[config.mk]
export PLATFORM = sky130hd
export DESIGN_NAME = rgb_frame_streamer
export DESIGN_NICKNAME = d
export VERILOG_FILES = /design/src/rtl/rgb_frame_streamer_pkg.sv /design/src/rtl/sync_word_fifo.sv /design/src/rtl/rgb_frame_streamer.sv
export SDC_FILE = /design/constraint.sdc
export NUM_CORES = 1
export LEC_CHECK = 0
export BUFFER_PORTS_ARGS = -buffer_cell sky130_fd_sc_hd__buf_4
export CAP_MARGIN = 15
export CORE_UTILIZATION = 57
export CTS_CLUSTER_DIAMETER = 150
export DETAILED_ROUTE_END_ITERATION = 12
export PLACE_DENSITY = 0.76
export SLEW_MARGIN = 5
export SYNTH_ARGS = -nofsm -noshare
export SYNTH_HDL_FRONTEND = slang
export SYNTH_HIERARCHICAL = 1
export SYNTH_SLANG_ARGS = --single-unit
export TNS_END_PERCENT = 1
[constraint.sdc]
create_clock -name CLOCK_50_I -period 3.02 [get_ports CLOCK_50_I]
set_input_delay 0.604 -clock CLOCK_50_I [delete_from_list [all_inputs] [get_ports CLOCK_50_I]]
set_output_delay 0.604 -clock CLOCK_50_I [all_outputs]
set_load 0.03 [all_outputs]
[src/rtl/rgb_frame_streamer_pkg.sv]
// Shared constants and types for the RGB frame readout path.
// The RGB frame layout constants are also used by the colour-space write stage.
package rgb_frame_streamer_pkg;

    typedef enum logic [1:0] {
        S_IDLE,
        S_STREAM,
        S_DONE
    } state_t;

    localparam logic [17:0] C_RGB_BASE     = 18'd146944;
    localparam int unsigned C_FRAME_PIXELS = 76800;
    localparam int unsigned C_READ_LATENCY = 3;
    localparam int unsigned C_FIFO_DEPTH   = 8;

    // Three 16-bit words carry two pixels, MSB byte first: {R0,G0},{B0,R1},{G1,B1}.
    function automatic logic [23:0] group_pixel(input logic [47:0] grp, input logic phase);
        return phase ? grp[23:0] : grp[47:24];
    endfunction

endpackage

[src/rtl/sync_word_fifo.sv]
// Synchronous single-clock word FIFO with occupancy count.
// Caller guarantees no push when full and no pop when empty.
module sync_word_fifo #(
    parameter int unsigned WIDTH = 16,
    parameter int unsigned DEPTH = 8
) (
    input  logic                         CLOCK_50_I,
    input  logic                         Resetn,
    input  logic                         i_clear,
    input  logic                         i_push,
    input  logic [WIDTH-1:0]             i_din,
    input  logic                         i_pop,
    output logic [WIDTH-1:0]             o_dout,
    output logic [$clog2(DEPTH+1)-1:0]   o_count,
    output logic                         o_empty
);
    localparam int unsigned AW = $clog2(DEPTH);
    localparam int unsigned CW = $clog2(DEPTH + 1);

    logic [WIDTH-1:0] r_mem [DEPTH];
    logic [AW-1:0]    r_wr_ptr;
    logic [AW-1:0]    r_rd_ptr;
    logic [CW-1:0]    r_count;

    always_ff @(posedge CLOCK_50_I or negedge Resetn) begin
        if (!Resetn) begin
            r_wr_ptr <= '0;
            r_rd_ptr <= '0;
            r_count  <= '0;
        end else if (i_clear) begin
            r_wr_ptr <= '0;
            r_rd_ptr <= '0;
            r_count  <= '0;
        end else begin
            if (i_push) r_wr_ptr <= r_wr_ptr + AW'(1);
            if (i_pop)  r_rd_ptr <= r_rd_ptr + AW'(1);
            r_count <= r_count + CW'(i_push) - CW'(i_pop);
        end
    end

    always_ff @(posedge CLOCK_50_I) begin
        if (i_push) r_mem[r_wr_ptr] <= i_din;
    end

    assign o_dout  = r_mem[r_rd_ptr];
    assign o_count = r_count;
    assign o_empty = (r_count == '0);

endmodule

[src/rtl/rgb_frame_streamer.sv]
// Streams the packed RGB frame out of SRAM as one pixel per valid/ready handshake,
// prefetching through a credit-limited FIFO to hide SRAM read latency.
module rgb_frame_streamer
    import rgb_frame_streamer_pkg::*;
#(
    parameter logic [17:0] RGB_BASE     = C_RGB_BASE,
    parameter int unsigned FRAME_PIXELS = C_FRAME_PIXELS,
    parameter int unsigned READ_LATENCY = C_READ_LATENCY,
    parameter int unsigned FIFO_DEPTH   = C_FIFO_DEPTH
) (
    input  logic        CLOCK_50_I,
    input  logic        Resetn,
    input  logic        start,
    input  logic [15:0] SRAM_read_data,
    output logic [17:0] address,
    output logic        write_en_n,
    input  logic        pixel_ready,
    output logic        pixel_valid,
    output logic [7:0]  pixel_R,
    output logic [7:0]  pixel_G,
    output logic [7:0]  pixel_B,
    output logic        busy,
    output logic        frame_done
);
    localparam int unsigned FRAME_WORDS = FRAME_PIXELS * 3 / 2;
    localparam int unsigned CW          = $clog2(FIFO_DEPTH + 1);

    state_t              r_state, w_state_next;
    logic [16:0]         r_words_issued, r_pixels_sent;
    logic [CW-1:0]       r_in_flight;
    logic [READ_LATENCY:0] r_pipe;
    logic [17:0]         r_address;
    logic [1:0]          r_asm_cnt;
    logic [15:0]         r_asm0, r_asm1;
    logic [47:0]         r_shd;
    logic                r_shd_vld;
    logic [23:0]         r_pend, r_pixel;
    logic                r_pend_vld, r_pix_valid;

    logic                w_clear, w_credit, w_issue, w_push, w_pop;
    logic                w_xfer, w_load, w_shd_take, w_last;
    logic [15:0]         w_fifo_dout;
    logic [CW-1:0]       w_fifo_count;
    logic                w_fifo_empty;

    assign w_clear    = (r_state != S_STREAM);
    assign w_credit   = ({1'b0, w_fifo_count} + {1'b0, r_in_flight}) < (CW+1)'(FIFO_DEPTH);
    assign w_issue    = (r_state == S_STREAM) && (r_words_issued < 17'(FRAME_WORDS)) && w_credit;
    assign w_push     = r_pipe[READ_LATENCY];
    assign w_xfer     = r_pix_valid && pixel_ready;
    assign w_load     = !r_pix_valid || w_xfer;
    assign w_shd_take = w_load && !r_pend_vld && r_shd_vld;
    // A third word may be popped while the shadow group is handed to the output this cycle.
    assign w_pop      = (r_state == S_STREAM) && !w_fifo_empty &&
                        ((r_asm_cnt != 2'd2) || !r_shd_vld || w_shd_take);
    assign w_last     = w_xfer && (r_pixels_sent == 17'(FRAME_PIXELS - 1));

    sync_word_fifo #(
        .WIDTH (16),
        .DEPTH (FIFO_DEPTH)
    ) u_fifo (
        .CLOCK_50_I (CLOCK_50_I),
        .Resetn     (Resetn),
        .i_clear    (w_clear),
        .i_push     (w_push),
        .i_din      (SRAM_read_data),
        .i_pop      (w_pop),
        .o_dout     (w_fifo_dout),
        .o_count    (w_fifo_count),
        .o_empty    (w_fifo_empty)
    );

    always_ff @(posedge CLOCK_50_I or negedge Resetn) begin
        if (!Resetn) r_state <= S_IDLE;
        else         r_state <= w_state_next;
    end

    always_comb begin
        w_state_next = r_state;
        busy         = 1'b0;
        frame_done   = 1'b0;
        unique case (r_state)
            S_IDLE:   if (start) w_state_next = S_STREAM;
            S_STREAM: begin
                busy = 1'b1;
                if (w_last) w_state_next = S_DONE;
            end
            S_DONE: begin
                busy         = 1'b1;
                frame_done   = 1'b1;
                w_state_next = S_IDLE;
            end
            default:  w_state_next = S_IDLE;
        endcase
    end

    always_ff @(posedge CLOCK_50_I or negedge Resetn) begin
        if (!Resetn) begin
            r_address      <= RGB_BASE;
            r_words_issued <= '0;
            r_pixels_sent  <= '0;
            r_in_flight    <= '0;
            r_pipe         <= '0;
        end else if (w_clear) begin
            r_address      <= RGB_BASE;
            r_words_issued <= '0;
            r_pixels_sent  <= '0;
            r_in_flight    <= '0;
            r_pipe         <= '0;
        end else begin
            if (w_issue) begin
                r_address      <= RGB_BASE + 18'(r_words_issued);
                r_words_issued <= r_words_issued + 17'd1;
            end
            if (w_xfer) r_pixels_sent <= r_pixels_sent + 17'd1;
            r_in_flight <= r_in_flight + CW'(w_issue) - CW'(w_push);
            r_pipe      <= {r_pipe[READ_LATENCY-1:0], w_issue};
        end
    end

    always_ff @(posedge CLOCK_50_I or negedge Resetn) begin
        if (!Resetn) begin
            r_asm_cnt   <= '0;
            r_asm0      <= '0;
            r_asm1      <= '0;
            r_shd       <= '0;
            r_shd_vld   <= 1'b0;
            r_pend      <= '0;
            r_pend_vld  <= 1'b0;
            r_pixel     <= '0;
            r_pix_valid <= 1'b0;
        end else if (w_clear) begin
            r_asm_cnt   <= '0;
            r_shd_vld   <= 1'b0;
            r_pend_vld  <= 1'b0;
            r_pixel     <= '0;
            r_pix_valid <= 1'b0;
        end else begin
            if (w_pop) begin
                case (r_asm_cnt)
                    2'd0:    begin r_asm0 <= w_fifo_dout; r_asm_cnt <= 2'd1; end
                    2'd1:    begin r_asm1 <= w_fifo_dout; r_asm_cnt <= 2'd2; end
                    default: r_asm_cnt <= 2'd0;
                endcase
            end
            if (w_pop && (r_asm_cnt == 2'd2)) begin
                r_shd     <= {r_asm0, r_asm1, w_fifo_dout};
                r_shd_vld <= 1'b1;
            end else if (w_shd_take) begin
                r_shd_vld <= 1'b0;
            end
            if (w_load) begin
                if (r_pend_vld) begin
                    r_pixel     <= r_pend;
                    r_pix_valid <= 1'b1;
                    r_pend_vld  <= 1'b0;
                end else if (r_shd_vld) begin
                    r_pixel     <= group_pixel(r_shd, 1'b0);
                    r_pend      <= group_pixel(r_shd, 1'b1);
                    r_pend_vld  <= 1'b1;
                    r_pix_valid <= 1'b1;
                end else begin
                    r_pix_valid <= 1'b0;
                end
            end
        end
    end

    assign address     = r_address;
    assign write_en_n  = 1'b1;
    assign pixel_valid = r_pix_valid;
    assign pixel_R     = r_pixel[23:16];
    assign pixel_G     = r_pixel[15:8];
    assign pixel_B     = r_pixel[7:0];

endmodule

==> impl_metrics.py <==
metrics = {
    "critical_path": {
        "critical_path.startpoint_type": "flip-flop",
        "crit_fanout": 17,
        "endpoint_kind": "flip-flop",
        "worst-setup-path-type": "reg -> reg",
        "critical_path_arrival_ns": 3.11,
        "worstPathRequired_ns": 3.38,
    },
    "clock_tree": {
        "cts_tree": "built",
        "cts_inserted_buffers": 36,
        "cts_root_buf": "clkbuf_16",
        "post-cts-setup-buffers": 0,
        "clock_transition_at_the_registers_of_the_reported_paths_ns": 0.05,
        "worst_skew_late_latency_ns": 0.51,
        "clockBufferDepth": 3,
        "cts-htree-levels": 2,
        "cts_num_sinks": 333,
    },
    "synth": {
        "main_combinational_cell_family_by_area_after_synthesis": "multiplexers",
        "syn-num-nets": 1001,
        "synth.mux.area_fraction_pct": 18.1,
        "netlist_area_sq_um": 14100,
        "synth-compound-area-share_pct": 4.58,
        "synth_edf_count": 128,
        "synth_area_per_cell_sq_um": 14.7,
        "cells_after_synth": 957,
        "yosysSeqAreaShare_pct": 63.7,
        "synth-main-ff-cell": "dfrtp_1",
        "arithmetic_cell_share_of_the_synthesized_area_counting_full_adders_half_adders_and_majority_gates_pct": 2.24,
        "asyncSetResetFlopFracSynth_pct": 61.6,
        "ys_warn_count": 6,
        "yosys.area_share.simple_pct": 7.81,
        "yosysUniqueCellTypes": 56,
        "synthXorXnorAreaFrac_pct": 1.24,
        "ys_ff_latch": 333,
    },
    "cells_and_area": {
        "num_antenna_cells": 0,
        "area_growth_syn_to_layout_pct": 15.0,
        "final_common_cell": "dfrtp_1",
        "nNetsFinal": 1079,
        "count_of_filler_cells_inserted_in_the_layout": 1690,
        "final_cell_mix": "199 x dfrtp_1, 128 x edfxtp_1, 120 x mux2_2, 87 x buf_4, 61 x nor2_1",
        "finish.instance_area_sq_um": 16200,
        "final_cells": 1386,
        "post_route_cells_drive_above_1_share_pct": 27.8,
    },
    "route": {
        "via_per_inst": 5.70,
        "drt_drc_violations_left": 0,
        "antenna_violating_nets_post_route": 0,
        "num_vias": 7904,
        "wl_per_cell_um": 18.8,
        "drt_pass1_iterations": 5,
        "wirelength_mm": 26.0,
        "initialDrtViolationCount": 549,
    },
    "grt": {
        "grt.busiest_layer": "met2",
        "grt_pass1_wl_mm": 43.0,
        "grt-ovfl-total": 0,
        "globalRouteMet1Util_pct": 30.3,
        "gr-usage-met2_pct": 35.4,
        "met3_usage_pct": 3.78,
        "grt_start_max_net_pins": 88,
        "grt_antenna_before_repair": 0,
        "first_global_vias": 8128,
        "grt_util_overall_pct": 21.6,
    },
    "power": {
        "totalPowerFinal_mw": 10.1,
        "p_leak_nw": 6.74,
        "ir_drop_mv": 0.552,
        "power.density_cell_area_nw_per_um2": 623,
    },
    "placement": {
        "detailed_place.area_sq_um": 15000,
        "gpl.final_weighted_congestion": 0.799,
        "port_buffers": 64,
        "dp.final_hpwl_mm": 15.9,
        "dp.cells": 1321,
    },
    "floorplan": {
        "number_of_primary_i_o_pins": 66,
        "die_y_um": 159,
        "initial_utilization_pct": 58.0,
        "die_x_um": 159,
        "core.rowCount": 57,
        "die-area_sq_um": 25400,
        "core_area_sq_um": 24300,
    },
    "timing": {
        "worst_skew_ns": 0.00970,
        "totalNegativeSetupSlack_ns": 0,
        "final-hold-violation-count": 0,
        "max_slew.worst_pin.slew_ns": 0.854,
        "slew-limit-headroom_pct": 43.1,
        "timing.fmax_ghz": 0.364,
        "setup_violations": 0,
        "grt_setup_unrepaired": "no",
        "timing_max_transition_violations_final": 0,
        "final.min_clock_period_ns": 2.75,
        "period_share_pct": 91.0,
    },
    "min_path": {
        "hold_path_class": "in -> async",
    },
    "outcome": {
        "run_status": "finished, final reports clean",
    },
    "job": {
        "drv_cap": 0,
    },
}
-- power by group --
group          internal, mW  total (mW)  switching, mW  leakage (nW)
Clock                  2.63        4.32           1.68         0.596
Sequential             4.85        4.94         0.0906          3.99
Combinational         0.285       0.849          0.565          2.16
-- worst max-delay path, stage by stage, from the launching register on --
cell	delay [ns]
dfrtp_1	0.39
ha_1	0.32
or3_4	0.49
nor2_1	0.19
nand2_1	0.08
ha_1	0.29
inv_1	0.04
ha_1	0.20
fa_1	0.38
xnor2_1	0.17
nor2_1	0.05
-- cells in the mapped netlist, types with 3 or more instances --
| cell | n | area share (%) |
|---|---|---|
| a211oi_1 | 27 | 1.4 |
| a21oi_1 | 30 | 1.1 |
| and2_1 | 8 | 0.35 |
| and3_1 | 6 | 0.27 |
| and4_1 | 4 | 0.25 |
| buf_1 | 5 | 0.13 |
| buf_2 | 15 | 0.53 |
| buf_4 | 3 | 0.16 |
| buf_6 | 4 | 0.32 |
| clkbuf_1 | 24 | 0.64 |
| dfrtp_1 | 199 | 35 |
| dfstp_2 | 6 | 1.1 |
| edfxtp_1 | 128 | 27 |
| ha_1 | 22 | 2.0 |
| inv_1 | 21 | 0.56 |
| mux2_2 | 120 | 9.6 |
| mux2i_1 | 39 | 2.8 |
| mux4_1 | 24 | 4.5 |
| mux4_2 | 8 | 1.3 |
| nand2_1 | 33 | 0.88 |
| nand2b_1 | 15 | 0.67 |
| nand3_1 | 30 | 1.1 |
| nand4_1 | 7 | 0.31 |
| nor2_1 | 62 | 1.6 |
| nor2b_1 | 5 | 0.22 |
| nor3_1 | 8 | 0.28 |
| nor4_1 | 9 | 0.40 |
| o211ai_1 | 6 | 0.32 |
| o21ai_0 | 26 | 0.92 |
| o31ai_1 | 4 | 0.21 |
| or3_1 | 9 | 0.40 |
| or4_1 | 4 | 0.21 |
| xnor2_1 | 11 | 0.68 |
| xor2_1 | 9 | 0.56 |
-- kinds of logic (layout without fill, tap and decap cells) --
logic type	after synthesis	count (layout)
DFF	333	333
and+or+nand+nor	212	212
muxes	191	191
AOI/OAI and AO/OA	104	104
buffers and inverters	72	177
adders and majority gates	24	24
xor gates and xnor gates	20	20
other	1	1
-- layer usage --
metal | wire length, um | up-vias
met5 | 0 | -
met1 | 11800 | 3989
li1 | - | 3742
met4 | 353 | 0
met3 | 1280 | 30
met2 | 12600 | 143
-- registers in the layout, indices dropped and copies added, names as in the netlist, 3 cells and up --
name	cells
u_fifo/o_count	4
r_shd	48
u_fifo/r_rd_ptr	3
u_fifo/r_mem	128
r_asm1	16
r_asm0	16
r_pixels_sent	17
r_pipe	4
r_pixel	24
r_in_flight	4
u_fifo/r_wr_ptr	3
address	18
r_words_issued	17
r_pend	24
-- layout make-up --
class	count	area [sq um]	share of cell area, %
Multi-Input combinational cell	552	4840	29.8
Clock inverter	15	128	0.787
Sequential cell	333	8980	55.4
Timing Repair Buffer	91	727	4.48
Inverter	21	78.8	0.486
Tap cell	324	405	2.50
Clock buffer	50	1060	6.56
-- stage by stage --
stage	util (%)	hold slack, ns	setup slack [ns]
floorplan	-	0.308	0.302
global placement	61.8	0.443	0.340
detailed placement	61.8	0.442	0.219
CTS	66.7	0.178	0.198
global route	66.7	0.211	0.0965
finish	66.7	0.155	0.271
-- path summary, 6_finish.rpt --
path | startpoint | end | slack (ns) | cells past startpoint
min in group CLOCK_50_I | SRAM_read_data[8] | u_fifo/r_mem[7][8] | 0.32 | 1
min | Resetn | r_state[0] | 0.16 | 1
max | r_in_flight[3] | r_in_flight[2] | 0.27 | 10
min reg2reg | r_pipe[0] | r_pipe[1] | 0.46 | 1
max reg2reg | r_in_flight[3] | r_in_flight[2] | 0.27 | 10
max in group asynchronous | Resetn | r_pend[3] | 2.10 | 2
-- timing repair --
item / CTS / global route
hold buffers: 0 / 0
endpoints found under the setup margin: 0 / 2
gates resized for setup: 0 / 1
(Power assumes the default switching activity.)
